## config.mk

```make
export PLATFORM = sky130hd
export DESIGN_NAME = mul_issue_ctrl_flat
export DESIGN_NICKNAME = d
export VERILOG_FILES = /design/src/rtl/mul_issue_ctrl_if.sv /design/src/rtl/mul_issue_ctrl.sv /design/src/flat_wrapper.sv
export SDC_FILE = /design/constraint.sdc
export NUM_CORES = 1
export LEC_CHECK = 0
export BUFFER_PORTS_ARGS = -buffer_cell sky130_fd_sc_hd__buf_2
export CAP_MARGIN = 30
export CORE_ASPECT_RATIO = 0.5
export CORE_MARGIN = 8
export CORE_UTILIZATION = 30
export CTS_CLUSTER_DIAMETER = 50
export CTS_CLUSTER_SIZE = 28
export DETAILED_ROUTE_END_ITERATION = 8
export PLACE_DENSITY = 0.56
export SETUP_SLACK_MARGIN = 0.4
export SLEW_MARGIN = 20
export SYNTH_ARGS = -nofsm -noshare
export SYNTH_HDL_FRONTEND = slang
export SYNTH_SLANG_ARGS = --single-unit
export TNS_END_PERCENT = 50
```

## constraint.sdc

```tcl
create_clock -name clock -period 3.47 [get_ports clock]
set_clock_uncertainty 0.15 [all_clocks]
set_input_delay 0.347 -clock clock [delete_from_list [all_inputs] [get_ports clock]]
set_output_delay 0.347 -clock clock [all_outputs]
set_load 0.005 [all_outputs]
```

## src/rtl/mul_issue_ctrl_if.sv

```systemverilog
// mul_issue_ctrl_if -- request/response bus between the M-extension issue
// controller and the multiplier datapath.
//
// Signals:
//   m_in_valid      ctrl -> mul  operand request valid
//   m_flush         ctrl -> mul  cancel the op currently inside the multiplier
//   m_mulw          ctrl -> mul  32-bit word op (operands already sign-extended)
//   m_mul_signed    ctrl -> mul  {multiplicand signed, multiplier signed}
//   m_multiplicand  ctrl -> mul  operand A
//   m_multiplier    ctrl -> mul  operand B
//   m_out_ready     mul -> ctrl  multiplier can take a request this cycle
//   m_out_valid     mul -> ctrl  one-cycle result pulse
//   m_result_hi/lo  mul -> ctrl  128-bit product, valid with m_out_valid
//
// Modports: master = issue controller side, slave = multiplier side.
interface mul_issue_ctrl_if;
    logic        m_in_valid;
    logic        m_flush;
    logic        m_mulw;
    logic [1:0]  m_mul_signed;
    logic [63:0] m_multiplicand;
    logic [63:0] m_multiplier;
    logic        m_out_ready;
    logic        m_out_valid;
    logic [63:0] m_result_hi;
    logic [63:0] m_result_lo;

    modport master (
        output m_in_valid, m_flush, m_mulw, m_mul_signed,
               m_multiplicand, m_multiplier,
        input  m_out_ready, m_out_valid, m_result_hi, m_result_lo
    );

    modport slave (
        input  m_in_valid, m_flush, m_mulw, m_mul_signed,
               m_multiplicand, m_multiplier,
        output m_out_ready, m_out_valid, m_result_hi, m_result_lo
    );
endinterface

```

## src/rtl/mul_issue_ctrl.sv

```systemverilog
// mul_issue_ctrl -- sequences one RISC-V M-extension multiply at a time from
// the EX stage through an external multiplier and hands the result to WB.
//
// Ports:
//   clock, reset          rising-edge clock, synchronous active-high reset
//   in_valid/in_ready     EX-side handshake; in_op/in_rs1/in_rs2/in_rd latched
//                         on acceptance (in_op: 000 MUL, 001 MULH, 010 MULHSU,
//                         011 MULHU, 100 MULW, others illegal -> result 0)
//   flush                 abandon the op in flight (highest priority)
//   out_valid/out_ready   WB-side handshake with out_result/out_rd
//   mul                   multiplier bus (mul_issue_ctrl_if.master)
//
// Build option: define MUL_ZERO_BYPASS_EN to complete legal ops with a zero
// operand directly (result 0) without requesting the multiplier.
module mul_issue_ctrl (
    input  logic        clock,
    input  logic        reset,
    input  logic        in_valid,
    output logic        in_ready,
    input  logic [2:0]  in_op,
    input  logic [63:0] in_rs1,
    input  logic [63:0] in_rs2,
    input  logic [4:0]  in_rd,
    input  logic        flush,
    output logic        out_valid,
    input  logic        out_ready,
    output logic [63:0] out_result,
    output logic [4:0]  out_rd,
    mul_issue_ctrl_if.master mul
);

    localparam logic [2:0] OP_MUL    = 3'b000;
    localparam logic [2:0] OP_MULHSU = 3'b010;
    localparam logic [2:0] OP_MULHU  = 3'b011;
    localparam logic [2:0] OP_MULW   = 3'b100;

    typedef enum logic [1:0] {IDLE, ISSUE, WAIT, DONE} state_t;

    state_t      state_q, state_d;
    logic [2:0]  op_q;
    logic [4:0]  rd_q;
    logic [63:0] result_q;
    logic [63:0] mcand_q, mplier_q;
    logic [1:0]  sign_q;
    logic        mulw_q;

    logic        accept, legal, zero_bypass, in_mulw;
    logic [63:0] acc_mcand, acc_mplier, sel_result;
    logic [1:0]  acc_sign;

    function automatic logic [63:0] sext32(input logic [31:0] v);
        return {{32{v[31]}}, v};
    endfunction

    // Decode of the op being presented, used only on acceptance.
    always_comb begin
        legal      = (in_op <= OP_MULW);
        in_mulw    = (in_op == OP_MULW);
        acc_mcand  = in_mulw ? sext32(in_rs1[31:0]) : in_rs1;
        acc_mplier = in_mulw ? sext32(in_rs2[31:0]) : in_rs2;
        case (in_op)
            OP_MULHSU: acc_sign = 2'b10;
            OP_MULHU:  acc_sign = 2'b00;
            default:   acc_sign = 2'b11;
        endcase
    end

`ifdef MUL_ZERO_BYPASS_EN
    // For MULW the extended operands are zero exactly when the low word is.
    assign zero_bypass = legal && ((acc_mcand == '0) || (acc_mplier == '0));
`else
    assign zero_bypass = 1'b0;
`endif

    assign in_ready = (state_q == IDLE);
    assign accept   = in_valid && in_ready && !flush;

    always_comb begin
        case (op_q)
            OP_MUL:  sel_result = mul.m_result_lo;
            OP_MULW: sel_result = sext32(mul.m_result_lo[31:0]);
            default: sel_result = mul.m_result_hi;
        endcase
    end

    always_comb begin
        state_d = state_q;
        if (flush) begin
            state_d = IDLE;
        end else begin
            case (state_q)
                IDLE:  if (accept) state_d = (legal && !zero_bypass) ? ISSUE : DONE;
                ISSUE: if (mul.m_out_ready) state_d = WAIT;
                WAIT:  if (mul.m_out_valid) state_d = DONE;
                DONE:  if (out_ready) state_d = IDLE;
                default: state_d = IDLE;
            endcase
        end
    end

    always_ff @(posedge clock) begin
        if (reset) begin
            state_q  <= IDLE;
            op_q     <= '0;
            rd_q     <= '0;
            result_q <= '0;
            mcand_q  <= '0;
            mplier_q <= '0;
            sign_q   <= '0;
            mulw_q   <= 1'b0;
        end else begin
            state_q <= state_d;
            if (accept) begin
                op_q <= in_op;
                rd_q <= in_rd;
                if (legal && !zero_bypass) begin
                    mcand_q  <= acc_mcand;
                    mplier_q <= acc_mplier;
                    sign_q   <= acc_sign;
                    mulw_q   <= in_mulw;
                end else begin
                    result_q <= '0;
                end
            end
            // Results arriving outside WAIT (after a flush) are dropped here.
            if (state_q == WAIT && mul.m_out_valid && !flush) begin
                result_q <= sel_result;
            end
        end
    end

    // Request is withdrawn in a flush cycle so the multiplier never sees a
    // request and a cancel together.
    assign mul.m_in_valid     = (state_q == ISSUE) && !flush;
    assign mul.m_flush        = flush && (state_q == ISSUE || state_q == WAIT);
    assign mul.m_mulw         = mulw_q;
    assign mul.m_mul_signed   = sign_q;
    assign mul.m_multiplicand = mcand_q;
    assign mul.m_multiplier   = mplier_q;

    assign out_valid  = (state_q == DONE);
    assign out_result = result_q;
    assign out_rd     = rd_q;

endmodule

```

## src/flat_wrapper.sv

```systemverilog
// flat-port wrapper written by rule: the top's interface ports become plain ports
module mul_issue_ctrl_flat 
  (clock, reset, in_valid, in_ready, in_op, in_rs1, in_rs2, in_rd, flush, out_valid, out_ready, out_result, out_rd, mul_m_in_valid, mul_m_flush, mul_m_mulw, mul_m_mul_signed, mul_m_multiplicand, mul_m_multiplier, mul_m_out_ready, mul_m_out_valid, mul_m_result_hi, mul_m_result_lo);
  mul_issue_ctrl_if mul_i ();
  input  logic clock;
  input  logic reset;
  input  logic in_valid;
  output logic in_ready;
  input  logic [2:0] in_op;
  input  logic [63:0] in_rs1;
  input  logic [63:0] in_rs2;
  input  logic [4:0] in_rd;
  input  logic flush;
  output logic out_valid;
  input  logic out_ready;
  output logic [63:0] out_result;
  output logic [4:0] out_rd;
  output wire logic [$bits(mul_i.m_in_valid)-1:0] mul_m_in_valid;
  output wire logic [$bits(mul_i.m_flush)-1:0] mul_m_flush;
  output wire logic [$bits(mul_i.m_mulw)-1:0] mul_m_mulw;
  output wire logic [$bits(mul_i.m_mul_signed)-1:0] mul_m_mul_signed;
  output wire logic [$bits(mul_i.m_multiplicand)-1:0] mul_m_multiplicand;
  output wire logic [$bits(mul_i.m_multiplier)-1:0] mul_m_multiplier;
  input wire logic [$bits(mul_i.m_out_ready)-1:0] mul_m_out_ready;
  input wire logic [$bits(mul_i.m_out_valid)-1:0] mul_m_out_valid;
  input wire logic [$bits(mul_i.m_result_hi)-1:0] mul_m_result_hi;
  input wire logic [$bits(mul_i.m_result_lo)-1:0] mul_m_result_lo;
  assign mul_m_in_valid = mul_i.m_in_valid;
  assign mul_m_flush = mul_i.m_flush;
  assign mul_m_mulw = mul_i.m_mulw;
  assign mul_m_mul_signed = mul_i.m_mul_signed;
  assign mul_m_multiplicand = mul_i.m_multiplicand;
  assign mul_m_multiplier = mul_i.m_multiplier;
  assign mul_i.m_out_ready = mul_m_out_ready;
  assign mul_i.m_out_valid = mul_m_out_valid;
  assign mul_i.m_result_hi = mul_m_result_hi;
  assign mul_i.m_result_lo = mul_m_result_lo;
  mul_issue_ctrl u_core (.clock(clock), .reset(reset), .in_valid(in_valid), .in_ready(in_ready), .in_op(in_op), .in_rs1(in_rs1), .in_rs2(in_rs2), .in_rd(in_rd), .flush(flush), .out_valid(out_valid), .out_ready(out_ready), .out_result(out_result), .out_rd(out_rd), .mul(mul_i));
endmodule
```

-- Yosys cells after proc, flatten, opt, wreduce, memory -nomap -nowiden
Index checks and enable logic that the tools add are counted.
- latch bits: 0
- RAM bits: 0
- memory bits (read-only): 0
- output and inout bits: 204
- register bits: 205
- word-level logic and storage cells: 49
- memories kept: 0
- input bits: 271
- shift operators: 0
- equality and inequality tests: 12
- mux-type cells: 13
- add/sub/neg operators: 0
- $lt $le $gt $ge: 1
- multiply operators: 0
- bitwise gates (word level): 0
- div/mod/pow operators: 0
- reductions and logical operators: 15
- operators by type and width (kind ; number):
    $mux W64 ; 5
    $pmux W64 S2 ; 1
    $mux W2 ; 5
    $ne A2 B2 Y1 const B ; 4
    $pmux W2 S4 ; 1
    $eq A3 B2 Y1 const B ; 2
    $eq A3 B3 Y1 const B ; 2
    $logic_and A1 B1 Y1 ; 6
    $eq A2 B2 Y1 const B ; 2
    $pmux W2 S2 ; 1
    $reduce_and A2 Y1 ; 2
    $reduce_and A4 Y1 ; 1
    $le A3 B3 Y1 const B ; 1
    $logic_not A3 Y1 ; 1
    $eq A2 B1 Y1 const B ; 1
    $logic_not A2 Y1 ; 1
    $ne A2 B1 Y1 const B ; 1
    $reduce_bool A2 Y1 ; 1
    $reduce_or A2 Y1 ; 1
    $logic_not A1 Y1 ; 1
    $logic_or A1 B1 Y1 ; 1

-- Longest topological paths before layout
- word-level depth: 5
- depth in mapped cells: 8
- mapped depth without buffers: 5

-- Worst setup path after synthesis
No wires, ideal clock.
- kind: flip-flop to flip-flop
- from: register u_core.state_q[0]
- to: register u_core.mplier_q[39], in the netlist u_core.mul.m_multiplier[39]
- data arrival time: 1.579 ns
- buffers on the path: 2
- required time: 3.247 ns
- setup slack: 1.668 ns
- stages on the path, launching flop included: 8
- clock period less this slack: 1.802 ns
- setup time: 0.073 ns
- cell sequence: dfxtp_1 inv_1 ha_1 and3b_1 buf_2 a41o_4 buf_6 nor3_2
- word-level cells in the longest chain between the ends: 4
- ends and longest elaborated chain (what ; line ; source):
    start: declaration ; mul_issue_ctrl.sv:39 ; state_t state_q, state_d;
    start signal: assignment ; mul_issue_ctrl.sv:112 ; state_q <= state_d;
    $logic_not A2 Y1 ; mul_issue_ctrl.sv:75 ; assign in_ready = (state_q == IDLE);
    net in_ready ; flat_wrapper.sv:8 ; output logic in_ready;
    $logic_and A1 B1 Y1 (2 in series) ; mul_issue_ctrl.sv:76 ; assign accept = in_valid && in_ready && !flush;
    $reduce_and A2 Y1 (no line) ; - ;
    end signal: assignment ; mul_issue_ctrl.sv:118 ; mplier_q <= acc_mplier;
    end: declaration ; mul_issue_ctrl.sv:43 ; logic [63:0] mcand_q, mplier_q;
The timed path passes the listed nets, and every way through them passes these cells.
A chain may end at the register's enable or synchronous reset.

-- Worst setup path in the final report
- from: register u_core.state_q[0]
- to: register u_core.mplier_q[33], in the netlist u_core.mul.m_multiplier[33]
- word-level cells in the longest chain between the ends: 4
- ends and longest elaborated chain (what ; line):
    $logic_not A2 Y1 ; mul_issue_ctrl.sv:75
    $logic_and A1 B1 Y1 (2 in series) ; mul_issue_ctrl.sv:76
    $reduce_and A2 Y1 (no line) ; -
No other way between the ends.

==> reports/results.txt <==
Syn Inst Count - 1070
routed len/inst - 19.65 um
stages on the worst setup path - 5
Final Total Pwr - 5.826 mW
sequential fraction of the synthesis area - 0.4505
CTS tree - done
Post-Synth Simple-Gate Area - 0.2161
largest family of logic cells by synthesized area - compound AO/OA/AOI/OAI gates
adder-cell share of the synthesized area - 0.006868
gpl congestion - 0.8777
initial core utilization - 0.3024
setup repair bufs after CTS - 0
layout filler cell count - 2921
Root Buffer - clkbuf_16
grt ovf - 0
top cells by area, synth - dfxtp_1 (45%), a21oi_1 (11%), nor3_2 (6.5%)
critical path arrival - 2800 ps
DR vias/cell - 5.120
xor/xnor share of the synthesized area - 0
cell accounting for the most synthesized area - dfxtp_1
cell family with most CP delay - simple AND/OR/NAND/NOR gates
critical path fanouts, max - 44
Slew @ Worst Pin - 731.0 ps
status - finished, final reports clean
Final #Nets - 1892
Max Cap Violations - 0
gr usage total - 0.2040
Die X - 262.4 um
Die Y - 139.2 um
Leak Pwr - 5.995 nW
CP required - 3680 ps
number of port buffers - 474
DP Area - 11670 um2
CP peak stage delay - 700 ps
TNS Setup - 0 ps
die area - 36530 um2
Avg Cell Area, Syn - 8.513 um2
area growth from synthesis to layout - 52.83%
Max VDD drop - 0.2778 mV
maximum root-to-sink buffer count - 3
DR vias - 10.43k
pin count of the biggest net entering global routing - 117
fraction of layout cells with a size suffix above 1 - 0.3655
# IOs - 475
H-tree depth - 1
Worst-path clk slew - 90 ps
vias in the first global route - 10.69k
Detailed Route WL - 40030 um
mux contribution to synthesized area - 0.002198
post_cts resized - 0
yosys warns - 0
CP Class - flop to flop
post-route design area - 13920 um2
pwr/cell area - 418.5 nW/um2
Hold Buf Count CTS - 154
crit start category - flop
Core Area - 30120 um2
Hold Path Sink - u_core.out_result[53]
reg2reg path depth - 5
FF-to-FF Start - u_core.state_q[0]
Synth Net Count - 1346
worst-skew pair later-pin latency - 500 ps
CP endpoint kind - flop
# rows - 45
hold path startpoint - mul_m_result_hi[53]
Final Hold Viols - 0
first-pass GRT wire length - 61600 um
fmax - 386.0 MHz
RSZ-0062 raised after global routing - false
# DRC - 0
TritonRoute pass-1 iters - 5
Synth Cell Area - 9109 um2
Crit path buffers/inverters - 1
slowest CP cell - a41o_4
share of the synthesized area in the top cell type - 0.4505
Hold Slack - 30.73 ps
Num CTS Buffers - 19
worst hold stages - 3
reg2reg setup slack - 880 ps
final setup violation count - 0
Reg2Reg Capture Point - u_core.mul.m_multiplier[33]
Final Max Tran Viols - 0
Synth cell types - 34
dpl hpwl - 27590 um
critical path cell sequence - inv_1, ha_1, and3b_4, a41o_4, nor3_1
Sink Count - 205
final worst-path cycle share - 0.7467
Rel. slew slack - 0.5127
Synth Area in Compound Gates - 0.2617
HP Class - input port to flop
crit path time final - 2591 ps
Post-DRT Antenna Nets - 0
initial antenna violation count - 10
register bit total from synthesis - 205
Util after Layout - 0.4621
Starting DRT DRC Count - 883
## state kept, by name, indices dropped and copies added (netlist names)
| name | cells |
|---|---|
| u_core.mul.m_multiplier | 64 |
| u_core.out_result | 64 |
| u_core.state_q | 2 |
| u_core.mul.m_mul_signed | 2 |
| u_core.op_q | 3 |
| u_core.out_rd | 5 |
| u_core.mul.m_multiplicand | 64 |
| u_core.mul.m_mulw | 1 |
## worst max path at each step
stage                 startpoint                          end  slack, ps
5_1_grt        u_core.state_q[0]  u_core.mul.m_multiplier[33]        770
3_3_place_gp   u_core.state_q[0]  u_core.mul.m_multiplier[33]       1020
4_1_cts        u_core.state_q[0]  u_core.mul.m_multiplier[33]        920
6_report       u_core.state_q[0]  u_core.mul.m_multiplier[33]        880
2_1_floorplan  u_core.state_q[0]  u_core.mul.m_multiplier[39]       1670
3_5_place_dp   u_core.state_q[0]  u_core.mul.m_multiplier[33]        940
## metrics by stage
stage | std cells | setup slack (ps)
global placement | 1838 | 1020
finish | 2037 | 879.0
global route | 2037 | 769.5
CTS | 2027 | 920.3
floorplan | 1070 | 1668
detailed placement | 1840 | 940.0
## power by group
part           switching, mW  total (mW)  internal (mW)  leakage (nW)
sequential            0.0494        2.49           2.44          1.67
clock                   1.06        2.36           1.30         0.332
combinational          0.514       0.973          0.459          4.00
total                   1.63        5.83           4.20          5.99
## cell usage in the layout (no fill, tap or decap), types with 34 or more instances in the layout
master and count:
o21ai_0 98, dfxtp_1 203, nor3_2 59, nand3b_1 34
dlygate4sd3_1 154, buf_2 473, nor2_1 100, nand3_1 64
a21oi_1 203
## final cells by class
type                            instances  area (um2)  share of cell area
Tap cell                              399       499.2             0.03586
Clock buffer                           20       489.2             0.03514
Antenna cell                           10       25.02            0.001798
Clock inverter                         13       193.9             0.01393
Multi-Input combinational cell        739        4447              0.3194
Timing Repair Buffer                  646        4141              0.2975
Sequential cell                       205        4106              0.2950
Inverter                                5       18.77            0.001348
## cell usage after synthesis, drive strengths merged
cell     count
nand2b       2
o211a        1
buf         50
inv          5
and3b        2
nor3        65
and2         1
nor3b       32
ha           5
a311oi       1
a22oi        1
nand2       18
dfxtp      205
o211ai      32
a41o         2
o32ai       32
nand4bb      1
mux2i        2
a2111oi      1
nand3       64
o21ai       99
a21oi      203
o21a        33
nor2b        5
nand3b      34
a211o        1
clkbuf      71
nor2       102
## worst reg2reg max path, stage by stage, from the launching register on
cell,delay [ps]
dfxtp_1,350
inv_1,120
ha_1,290
and3b_4,670
a41o_4,730
nor3_1,140
## routing by layer
layer  share of wire  track usage  vias up  routed length, um
met3           0.032      0.02497      106               1283
li1                -            -     4947                  -
met1            0.39       0.2334     5052              15750
met4           0.049       0.1032        0               1969
met5               0            0        -                  0
met2            0.53       0.3739      325              21030
## cell families after synthesis
group / after synthesis
adder cells (fa/ha/maj): 5
AND/OR/NAND/NOR: 326
AO/OA/AOI/OAI: 406
multiplexers: 2
buffers and inverters: 126
flip-flops: 205
No activity file was read; power rests on OpenSTA's default activity.
